<file path="src/rtl/tie_queue_master.sv">
// Queue exerciser: pushes a seeded word sequence into a TIE output queue and checks it back from
// a TIE input queue. Define TIE_QUEUE_MASTER_DISPLAY_EN to log pushes, pops and mismatches.
module tie_queue_master #(
  parameter logic [31:0] SEED = 32'h0000_1000
) (
  input  logic        CLK,
  input  logic        Reset,
  input  logic        Start,
  input  logic [7:0]  WordCount,
  input  logic        PopEn,
  output logic        TIE_OUTQ1_PushReq,
  output logic [95:0] TIE_OUTQ1,
  input  logic        TIE_OUTQ1_Full,
  output logic        TIE_INQ1_PopReq,
  input  logic [95:0] TIE_INQ1,
  input  logic        TIE_INQ1_Empty,
  output logic        Busy,
  output logic        Done,
  output logic [7:0]  ErrCount
);

  typedef enum logic [1:0] {StIdle, StRun, StDone} state_e;

  state_e      state_q, state_d;
  logic [7:0]  cnt_q, cnt_d;
  logic [7:0]  push_cnt_q, push_cnt_d;
  logic [7:0]  pop_cnt_q, pop_cnt_d;
  logic [7:0]  err_q, err_d;
  logic        push_req_q, push_req_d;
  logic        pop_req_q, pop_req_d;
  logic        busy_q, busy_d;
  logic        done_q, done_d;
  logic [95:0] outq_q, outq_d;

  logic        start_ok;
  logic        push_acc;
  logic        pop_acc;
  logic        mismatch;
  logic [95:0] exp_pop;

  function automatic logic [95:0] gen_word(input logic [31:0] idx);
    logic [31:0] s;
    s = SEED + idx;
    return {s, ~s, s};
  endfunction

  assign start_ok = Start && (state_q != StRun);
  assign push_acc = (state_q == StRun) && push_req_q && !TIE_OUTQ1_Full;
  assign pop_acc  = (state_q == StRun) && pop_req_q && !TIE_INQ1_Empty;
  assign exp_pop  = gen_word({24'd0, pop_cnt_q});
  assign mismatch = pop_acc && (TIE_INQ1 != exp_pop);

  always_ff @(posedge CLK or posedge Reset) begin
    if (Reset) begin
      state_q <= StIdle;
    end else begin
      state_q <= state_d;
    end
  end

  always_comb begin
    state_d = state_q;
    unique case (state_q)
      StIdle, StDone: begin
        if (Start) begin
          state_d = (WordCount == 8'd0) ? StDone : StRun;
        end
      end
      StRun: begin
        if ((push_cnt_q == cnt_q) && (pop_cnt_q == cnt_q)) begin
          state_d = StDone;
        end
      end
      default: state_d = StIdle;
    endcase
  end

  // All outputs are registered; this block computes their next values.
  always_comb begin
    cnt_d      = cnt_q;
    push_cnt_d = push_cnt_q;
    pop_cnt_d  = pop_cnt_q;
    err_d      = err_q;
    outq_d     = outq_q;
    if (start_ok) begin
      cnt_d      = WordCount;
      push_cnt_d = 8'd0;
      pop_cnt_d  = 8'd0;
      err_d      = 8'd0;
      outq_d     = gen_word(32'd0);
    end else begin
      if (push_acc) begin
        push_cnt_d = push_cnt_q + 8'd1;
        outq_d     = gen_word({24'd0, push_cnt_q} + 32'd1);
      end
      if (pop_acc) begin
        pop_cnt_d = pop_cnt_q + 8'd1;
        if (mismatch && (err_q != 8'hFF)) begin
          err_d = err_q + 8'd1;
        end
      end
    end
    push_req_d = (state_d == StRun) && (push_cnt_d < cnt_d);
    pop_req_d  = (state_d == StRun) && (pop_cnt_d < cnt_d) && PopEn;
    busy_d     = (state_d == StRun);
    done_d     = (state_d == StDone);
  end

  always_ff @(posedge CLK or posedge Reset) begin
    if (Reset) begin
      cnt_q      <= 8'd0;
      push_cnt_q <= 8'd0;
      pop_cnt_q  <= 8'd0;
      err_q      <= 8'd0;
      outq_q     <= 96'd0;
      push_req_q <= 1'b0;
      pop_req_q  <= 1'b0;
      busy_q     <= 1'b0;
      done_q     <= 1'b0;
    end else begin
      cnt_q      <= cnt_d;
      push_cnt_q <= push_cnt_d;
      pop_cnt_q  <= pop_cnt_d;
      err_q      <= err_d;
      outq_q     <= outq_d;
      push_req_q <= push_req_d;
      pop_req_q  <= pop_req_d;
      busy_q     <= busy_d;
      done_q     <= done_d;
    end
  end

  assign TIE_OUTQ1_PushReq = push_req_q;
  assign TIE_OUTQ1         = outq_q;
  assign TIE_INQ1_PopReq   = pop_req_q;
  assign Busy              = busy_q;
  assign Done              = done_q;
  assign ErrCount          = err_q;

`ifdef TIE_QUEUE_MASTER_DISPLAY_EN
  always @(posedge CLK) begin
    if (!Reset) begin
      if (push_acc) begin
        $display("%0t tie_queue_master push %0d data %h", $time, push_cnt_q, TIE_OUTQ1);
      end
      if (pop_acc) begin
        $display("%0t tie_queue_master pop %0d data %h", $time, pop_cnt_q, TIE_INQ1);
      end
      if (mismatch) begin
        $display("%0t tie_queue_master mismatch pop %0d got %h expected %h", $time, pop_cnt_q,
                 TIE_INQ1, exp_pop);
      end
    end
  end
`endif

endmodule
</file>
<file path="config.mk">
export PLATFORM = sky130hd
export DESIGN_NAME = tie_queue_master
export DESIGN_NICKNAME = d
export VERILOG_FILES = /design/src/rtl/tie_queue_master.sv
export SDC_FILE = /design/constraint.sdc
export NUM_CORES = 1
export LEC_CHECK = 0
export ABC_AREA = 1
export BUFFER_PORTS_ARGS = -buffer_cell sky130_fd_sc_hd__buf_4
export CORE_ASPECT_RATIO = 0.7
export CORE_MARGIN = 5
export CORE_UTILIZATION = 43
export CTS_CLUSTER_SIZE = 30
export DETAILED_ROUTE_END_ITERATION = 10
export GPL_ROUTABILITY_DRIVEN = 1
export PLACE_DENSITY = 0.8
export SLEW_MARGIN = 0
export SYNTH_ARGS = -nofsm -noshare
export SYNTH_HDL_FRONTEND = slang
export SYNTH_SLANG_ARGS = --single-unit
</file>
<file path="constraint.sdc">
create_clock -name CLK -period 2.18 [get_ports CLK]
set_clock_uncertainty 0.05 [all_clocks]
set_input_delay 0.436 -clock CLK [delete_from_list [all_inputs] [get_ports CLK]]
set_output_delay 0.436 -clock CLK [all_outputs]
set_load 0.005 [all_outputs]
</file>
==> results of run 1 <==
==> how the worst min path moves through the flow <==
stage	startpoint	to	cells past startpoint
global route	Reset	TIE_OUTQ1[32]	3
CTS	Reset	TIE_OUTQ1[32]	3
global placement	TIE_OUTQ1[36]	TIE_OUTQ1[36]	2
floorplan	TIE_OUTQ1[34]	TIE_OUTQ1[34]	2
finish	Reset	TIE_OUTQ1[65]	3
detailed placement	TIE_OUTQ1[36]	TIE_OUTQ1[36]	2
==> repair_timing <==
| item | 4_1_cts | 5_1_grt |
|---|---|---|
| resized for setup | 9 | 37 |
| setup buffers | 1 | 6 |
| endpoints found under the setup margin | 2 | 2 |
| pin swaps | 2 | 15 |
| hold endpoints to repair | 0 | 0 |
| hold buffers | 0 | 0 |
| gates cloned | 0 | 1 |
==> cells by family (layout without fill, tap and decap cells) <==
kind of cell	count (synthesis)	after routing
compound gates	49	49
xor+xnor	26	26
fa+ha+maj	17	17
buf+inv	192	330
flops	57	57
other cells	1	45
simple gates	311	311
==> stage by stage <==
| stage | util [%] | worst slack (ns) | cells | hold WS [ns] | cell area, um2 |
|---|---|---|---|---|---|
| after floorplan | - | 0.0601 | 697 | 0.423 | 4640 |
| after global placement | 55.8 | -0.250 | 944 | 0.418 | 5710 |
| after detailed placement | 55.8 | -0.335 | 944 | 0.417 | 5710 |
| after CTS | 59.1 | -0.162 | 960 | 0.122 | 6050 |
| after global routing | 61.3 | -0.263 | 967 | 0.127 | 6270 |
| final | 61.3 | -0.104 | 967 | 0.109 | 6270 |
==> power by group through the flow <==
stage	Combinational (mW)	Sequential, mW	Clock (mW)
after floorplan	1.75	1.72	0
after global placement	2.81	1.77	0
after detailed placement	2.89	1.77	0
after CTS	2.96	1.76	1.49
after global routing	3.74	1.82	1.54
final	3.34	1.78	1.47
==> final cells by class <==
class,instances,share of cell area (%)
clock buffer,13,4.47
clock inverter,2,0.558
inverter,102,6.18
multi-input combinational,448,37.3
sequential,57,22.7
tap,132,2.63
timing repair buffer,213,26.2
==> layer usage <==
layer | vias to the layer above | wire length (um) | part of all wire, % | global-route usage (%)
li1 | 2230 | - | - | -
met1 | 2008 | 5960 | 45 | 27.1
met2 | 141 | 6190 | 47 | 28.1
met3 | 9 | 887 | 6.8 | 5.64
met4 | 0 | 79 | 0.60 | 4.02
met5 | - | 0 | 0 | 0
==> registers in the layout, indices dropped and copies added (netlist names) <==
register	cells
Busy	1
Done	1
ErrCount	8
TIE_INQ1_PopReq	1
TIE_OUTQ1	19
TIE_OUTQ1_PushReq	1
cnt_q	8
pop_cnt_q	8
push_cnt_q	8
state_q	2
==> worst max-delay path: stages (launching register included) <==
cell and delay [ns]:
dfrtp_1 0.40, inv_1 0.07, nor2_2 0.13, nand3_2 0.13
nor2_4 0.13, nand2_2 0.09, nor2_4 0.11, nand3_2 0.08
o21ai_1 0.14, a21oi_1 0.07, ha_1 0.31, nand2_1 0.08
nand2_1 0.05, nor3_2 0.16, nand2_1 0.08, a21oi_1 0.12
==> cell usage after synthesis <==
master and count:
nand2_1 172, inv_1 97, nor2_1 83, buf_4 80, dfrtp_1 57, nand3_1 26, o21ai_0 19, a21oi_1 18
ha_1 17, xor2_1 15, nand4_1 13, xnor2_1 11, inv_2 5, buf_2 4, clkbuf_1 4, or2_2 4
nor2_2 3, nor3_1 3, o21a_1 3, a21o_1 2, buf_6 2, nand2_2 2, o22ai_1 2, a31oi_1 1
a31oi_2 1, a41oi_1 1, conb_1 1, nand2_4 1, nand3_4 1, nand3b_1 1, nor2b_1 1, o21ai_1 1
o31ai_1 1, or2_1 1
==> results_dict.tcl, run 1 <==
set metrics [dict create \
    overflow 0 \
    yosys-mux-area-fraction_pct 0 \
    yosysUniqueCellTypes 34 \
    irDropWorstVdd_mv 0.594 \
    final_common_cell "buf_4" \
    crit_path_start_kind "register" \
    via_per_inst 4.54 \
    dr.pass1.iters 4 \
    nets 958 \
    tritoncts "built" \
    dieArea_um2 12600 \
    antenna_found_initial 0 \
    coreArea_um2 10200 \
    multiInputGateArea_um2 2340 \
    die_w_um 132 \
    first_global_vias 3880 \
    cts.sinks 57 \
    crit_end "TIE_INQ1_PopReq" \
    slew_headroom_pct 56.4 \
    grt_usage_pct 18.9 \
    synth_top_cell_by_area "dfrtp_1" \
    worstPathArrival_ns 2.49 \
    port_buffers 172 \
    synth.avg_cell_area_um2 6.85 \
    fmax_mhz 438 \
    ys_seq_area_share_pct 31.9 \
    synth_top_family_by_area "simple AND/OR/NAND/NOR gates" \
    htreeDepth 3 \
    cts_buffers 9 \
    r2r_cells 15 \
    postRouteAntennaNets 0 \
    synth_compound_area_share_pct 6.15 \
    seqCellArea_um2 1430 \
    drive_above_1_share_pct 33.5 \
    num_vias 4388 \
    start_util_pct 43.7 \
    ctsLongestPathBuffers 2 \
    gp_congestion 0.846 \
    layout_common_cells "210 x buf_4, 166 x nand2_1, 91 x inv_1, 78 x nor2_1, 57 x dfrtp_1" \
    pwr-share-comb_pct 50.7 \
    synth_seq_cells 57 \
    synth-simple-area-share_pct 28.8 \
    worst_pin_slew_ns 0.654 \
    dp_hpwl_um 9960 \
    wl_per_cell_um 13.6 \
    grt_pass1_wl_um 19100 \
    finalHoldViolCount 0 \
    synthXorXnorAreaFrac_pct 5.09 \
    worstReg2RegStart "TIE_INQ1_PopReq" \
    synth-adder-area-share_pct 4.75 \
    grt_max_degree 58 \
    ios 218 \
    setup_viol 2 \
    setup_ws_ns -0.104 \
    cap_violations 0 \
    total_power_mw 6.59 \
    power_frac_clock_pct 22.3 \
    synthCells 653 \
    swShare_pct 38.4 \
    p_leak_nw 3.56 \
    yosys-top-cells-area "dfrtp_1 32%, nand2_1 14%, buf_4 13%, inv_1 8.1%, nor2_1 7.0%" \
    status "complete, but fails checks" \
    endpoint_kind "register" \
    power_per_cell_area_nw_per_um2 1050 \
    ys_warn_count 0 \
    syn_to_final_growth_pct 40.2 \
    path_class "reg2reg" \
    rsz0062_at_grt "yes" \
    routed_wl_um 13100 \
    p_int_mw 4.06 \
    root_buffer "clkbuf_16" \
    startpoint "TIE_INQ1_PopReq" \
    rrSetupSlack_ns -0.10 \
    pwr-share-seq_pct 27.0 \
    fp-row-count 31 \
    drcViolationCount 0 \
    diodes 0 \
    timing.rr.end "TIE_INQ1_PopReq" \
    worstSkewPairLatency_ns 0.33 \
    nFillCells 920 \
    min-delay-path-class "in2async" \
    fin_tns_setup_ns -0.127 \
    syn_area_um2 4480 \
    path_max_fanout 2 \
    drtIter0Drc 216 \
    period_share_pct 105 \
    synth_top_area_share_pct 31.9 \
    required_ns 2.39 \
    violations "setup timing" \
    die_h_um 95.4 \
    path_clk_slew_ns 0.05 \
    min_period_ns 2.28 \
    power_switching_mw 2.53 \
    slew_viol_final 0 \
]
No activity file was read; power rests on OpenSTA's default activity.
==> run 2, diff against run 1 <==
--- a/config.mk
+++ b/config.mk
@@ -13,7 +13,7 @@
 export CTS_CLUSTER_SIZE = 30
 export DETAILED_ROUTE_END_ITERATION = 10
 export GPL_ROUTABILITY_DRIVEN = 1
-export PLACE_DENSITY = 0.8
+export PLACE_DENSITY_LB_ADDON = 0.05
 export SLEW_MARGIN = 0
 export SYNTH_ARGS = -nofsm -noshare
 export SYNTH_HDL_FRONTEND = slang
==> run 2 against run 1 <==
Effect of this change: the run now ends clean; largest power group unchanged; routed wire length down 3.4%; die area unchanged; clock-buffer cell count down 1; cell area down 2.1%; register-to-register slack better by 0.11 ns; sequential power about the same; worst setup slack better by 0.11 ns; largest cell class unchanged; sequential cell count unchanged; clock power down 3%; critical path depth down 3; non-clock buffer count down 3; sequential share of layout area up 0.49 points.
==> results_dict.tcl, run 2 (same netlist as run 1, synthesis figures left out) <==
set metrics [dict create \
    gp_congestion 0.845 \
    min_period_ns 2.17 \
    ios 218 \
    cts_buffers 9 \
    final_util_pct 60.0 \
    path_max_fanout 4 \
    wl_per_cell_um 13.2 \
    routed_wl_um 12700 \
    path_clk_slew_ns 0.05 \
    port_buffers 172 \
    pwr-share-seq_pct 28.2 \
    setup_viol 0 \
    dp_hpwl_um 10300 \
    drcViolationCount 0 \
    period_share_pct 99.6 \
    power_switching_mw 2.39 \
    worstReg2RegStart "push_cnt_q[1]" \
    num_vias 4267 \
    dr.pass1.iters 4 \
    dieArea_um2 12600 \
    start_util_pct 43.7 \
    drive_above_1_share_pct 32.3 \
    r2r_cells 12 \
    htreeDepth 3 \
    setup_ws_ns 0.00894 \
    postRouteAntennaNets 0 \
    dp_slack_ns -0.276 \
    endpoint_kind "register" \
    worstSkewPairLatency_ns 0.33 \
    fp-row-count 31 \
    swShare_pct 38.2 \
    required_ns 2.39 \
    irDropWorstVdd_mv 0.719 \
    slew_viol_final 0 \
    cts_hold_buffers 0 \
    grt_pass1_wl_um 19300 \
    first_global_vias 3958 \
    timing.rr.end "TIE_OUTQ1_PushReq" \
    syn_to_final_growth_pct 37.3 \
    min-delay-path-class "in2async" \
    grt_usage_pct 19.2 \
    slew_headroom_pct 56.4 \
    via_per_inst 4.43 \
    antenna_found_initial 0 \
    worst_pin_slew_ns 0.654 \
    tritoncts "built" \
    crit_path_start_kind "register" \
    overflow 0 \
    cap_violations 0 \
    cts.sinks 57 \
    total_power_mw 6.25 \
    path_class "reg2reg" \
    root_buffer "clkbuf_16" \
    p_int_mw 3.87 \
    largest_reg_flops 19 \
    pwr-share-comb_pct 48.9 \
    status "complete, no violations" \
    diodes 0 \
    final_common_cell "buf_4" \
    nets 955 \
    coreArea_um2 10200 \
    finalHoldViolCount 0 \
    power_frac_clock_pct 22.9 \
    die_w_um 132 \
    ctsLongestPathBuffers 2 \
    rsz0062_at_grt "yes" \
    fmax_mhz 461 \
    grt_max_degree 58 \
    power_per_cell_area_nw_per_um2 1020 \
    p_leak_nw 3.52 \
    rrSetupSlack_ns 0.009 \
    die_h_um 95.4 \
    worstPathArrival_ns 2.38 \
    drtIter0Drc 198 \
    layout_common_cells "208 x buf_4, 169 x nand2_1, 92 x inv_1, 77 x nor2_1, 57 x dfrtp_1" \
]
## run 2: cell types whose count changed in the layout (fill, tap and decap cells not counted), sizes merged
cell | previous run | this run
clkinv | 1 | 0
clkbuf | 14 | 12
clkinvlp | 0 | 1
buf | 212 | 210
## run 2: power groups by stage
stage,Combinational (mW),Sequential [mW],Clock (mW)
4_1_cts,2.99,1.75,1.46
2_1_floorplan,1.75,1.72,0
3_5_place_dp,2.93,1.76,0
5_1_grt,3.44,1.82,1.51
3_3_place_gp,2.87,1.75,0
6_report,3.06,1.76,1.43
## run 2: timing repair
item	4_1_cts	5_1_grt
endpoints found under the setup margin	2	2
pin swaps	3	8
setup buffers	1	2
resized for setup	13	24
## run 2: layer usage
| layer | wire length, um | GRT usage (%) | up-vias |
|---|---|---|---|
| met3 | 882 | 6.07 | 13 |
| met2 | 5640 | 28.9 | 126 |
| met5 | 0 | 0 | - |
| met4 | 148 | 5.14 | 0 |
| met1 | 6010 | 26.9 | 1905 |
| li1 | - | - | 2223 |
## run 2: layout make-up
| cell class | instances | area [um2] |
|---|---|---|
| multi-input cells | 448 | 2270 |
| inverters | 102 | 383 |
| repair buffers | 210 | 1600 |
| flip-flops and latches | 57 | 1430 |
| clock inverters | 2 | 37.5 |
| clock buffers | 12 | 267 |
| fillers | 980 | 4100 |
| well taps | 132 | 165 |
## run 2: through the flow
stage,hold slack [ns],area (um2),TNS (ns),cells
floorplan,0.423,4640,0,697
global placement,0.418,5710,-0.245,946
detailed placement,0.418,5710,-0.396,946
CTS,0.125,6050,-0.0595,961
global route,0.134,6140,-0.370,963
finish,0.104,6140,0,963
## run 2: worst max path at each step
stage	start	end	slack, ns	cells past startpoint
after global routing	push_cnt_q[1]	TIE_OUTQ1_PushReq	-0.19	11
after detailed placement	TIE_INQ1_Empty	TIE_INQ1_PopReq	-0.28	15
after floorplan	TIE_INQ1_Empty	TIE_INQ1_PopReq	0.06	14
final	push_cnt_q[1]	TIE_OUTQ1_PushReq	0.009	12
after global placement	TIE_INQ1_Empty	TIE_INQ1_PopReq	-0.21	15
after CTS	state_q[1]	TIE_INQ1_PopReq	-0.04	16
## run 2: critical path, stage by stage (launching register included)
cell     delay [ns]
dfrtp_1        0.41
nand4_1        0.23
nor2_2         0.21
nand2_2        0.08
o21ai_2        0.14
a31oi_2        0.11
nand2_1        0.08
inv_2          0.04
ha_1           0.31
a21oi_2        0.16
o21a_1         0.13
nand2_1        0.05
a21oi_1        0.11
==> run 3, diff against run 2 <==
--- a/config.mk
+++ b/config.mk
@@ -8,12 +8,12 @@
 export ABC_AREA = 1
 export BUFFER_PORTS_ARGS = -buffer_cell sky130_fd_sc_hd__buf_4
 export CORE_ASPECT_RATIO = 0.7
-export CORE_MARGIN = 5
 export CORE_UTILIZATION = 43
 export CTS_CLUSTER_SIZE = 30
 export DETAILED_ROUTE_END_ITERATION = 10
 export GPL_ROUTABILITY_DRIVEN = 1
 export PLACE_DENSITY_LB_ADDON = 0.05
+export SKIP_LAST_GASP = 1
 export SLEW_MARGIN = 0
 export SYNTH_ARGS = -nofsm -noshare
 export SYNTH_HDL_FRONTEND = slang
==> run 3 against run 2 <==
Effect of this change: the flow now finishes with violations (setup timing); fmax is 4.1% lower; via count is 5.8% higher; non-clock buffer count is 12 higher; sequential power hardly changed; clock power is 10% lower; routed wire length is 1.3% lower; register-to-register slack worse by 0.09 ns; cell area is 1.6% higher; worst setup slack worse by 0.092 ns; first-iteration DRC count is 23% higher; highest routed layer unchanged.
==> results_dict.tcl, run 3 (same netlist as run 1, synthesis figures left out) <==
set metrics [dict create \
    status "complete, but fails checks" \
    violations "setup timing" \
    grt_usage_pct 23.8 \
    diodes 0 \
    grt_max_degree 28 \
    worstSkewPairLatency_ns 0.34 \
    cts_buffers 9 \
    dp_slack_ns -0.311 \
    first_global_vias 4225 \
    coreArea_um2 9910 \
    largest_reg_flops 19 \
    ctsLongestPathBuffers 2 \
    min-delay-path-class "in2async" \
    rsz0062_at_grt "yes" \
    cts.sinks 57 \
    via_per_inst 4.65 \
    gp_congestion 0.817 \
    routed_wl_um 12500 \
    finalHoldViolCount 0 \
    required_ns 2.39 \
    die_w_um 124 \
    min_period_ns 2.26 \
    cpPeakStageDelay_ns 0.41 \
    worst_pin_slew_ns 0.659 \
    wl_per_cell_um 12.9 \
    place_inst 949 \
    postRouteAntennaNets 0 \
    fmax_mhz 442 \
    path_max_fanout 2 \
    cap_violations 0 \
    nets 967 \
    path_clk_slew_ns 0.05 \
    overflow 0 \
    path_buf_inv 7 \
    antenna_found_initial 0 \
    dieArea_um2 10800 \
    syn_to_final_growth_pct 39.4 \
    slowest_stage "dfrtp_1" \
    num_vias 4516 \
    crit_family "buffers and inverters" \
    endpoint_kind "register" \
    tritoncts "built" \
    crit_path_start_kind "register" \
    cpMostUsedCell "buf_4" \
    fp-row-count 30 \
    path_cells "inv_1 > nor2_2 > nand3_2 > nor2_4 > buf_4 > buf_4 > buf_4 > buf_4 > buf_4 > nor2_1 > nor2_2 > ha_1 > nand2_1 > inv_1 > nand2_1 > nand2_1 > a21oi_2" \
    drcViolationCount 0 \
    layout_common_cells "219 x buf_4, 169 x nand2_1, 90 x inv_1, 77 x nor2_1, 55 x dfrtp_1" \
    start_util_pct 45.2 \
    dr.pass1.iters 5 \
    die_h_um 87.4 \
    drtIter0Drc 243 \
    htreeDepth 3 \
    ios 218 \
    final_common_cell "buf_4" \
    dp_hpwl_um 9810 \
    setup_viol 2 \
    path_class "reg2reg" \
    slew_viol_final 0 \
    setup_ws_ns -0.0828 \
    root_buffer "clkbuf_16" \
    worstPathArrival_ns 2.48 \
    grt_pass1_wl_um 19500 \
    drive_above_1_share_pct 34.2 \
    port_buffers 172 \
    slew_headroom_pct 56.1 \
    fin_cells 971 \
    p_leak_nw 3.57 \
    period_share_pct 104 \
    irDropWorstVdd_mv 0.553 \
    power_per_cell_area_nw_per_um2 1010 \
]
[run 3: final timing paths]
check / cells past startpoint / slack, ns / from / to
worst max-delay path: 17 / -0.08 / TIE_INQ1_PopReq / TIE_INQ1_PopReq
worst min-delay path: 2 / 0.01 / Reset / state_q[0]
worst max register to register: 17 / -0.08 / TIE_INQ1_PopReq / TIE_INQ1_PopReq
worst min register to register: 2 / 0.43 / TIE_OUTQ1[39] / TIE_OUTQ1[39]
max in group asynchronous: 3 / 1.50 / Reset / push_cnt_q[1]
min in group CLK: 3 / 0.32 / WordCount[3] / cnt_q[3]
[run 3: layout make-up]
cell class / count / area, um2
fill: 897 / 3670
multi-input combinational: 448 / 2310
timing repair buffer: 222 / 1700
sequential: 57 / 1430
inverter: 102 / 383
clock buffer: 14 / 264
tap: 128 / 160
[run 3: per-layer routing]
metal	routed length, um	share of wire [%]	global-route usage (%)
met1	5680	45	32.0
met4	149	1.2	7.68
met2	5750	46	37.5
met3	925	7.4	5.82
met5	0	0	0
[run 3: what timing repair did]
| item | in CTS | in global routing |
|---|---|---|
| pin swaps | 12 | 14 |
| buffers inserted | 6 | 2 |
| hold buffers | 0 | 0 |
| resized for setup | 23 | 29 |
| setup endpoints to repair | 2 | 2 |
[run 3: power breakdown]
part           switching [mW]  internal (mW)
Sequential              0.351           1.44
Clock                   0.461          0.817
Combinational            1.66           1.56
[run 3: metrics by stage]
step                      total power [mW]  hold WS, ns  TNS (ns)  instance area, um2  utilization, %
after CTS                             6.16       0.0128   -0.0756                6130            61.8
after global routing                  6.79       0.0319    -0.360                6240            63.0
after detailed placement              4.74        0.369    -0.434                5760            58.1
after global placement                4.67        0.373    -0.299                5760            58.1
final                                 6.29       0.0115   -0.0972                6240            63.0
after floorplan                       3.47        0.423         0                4640               -
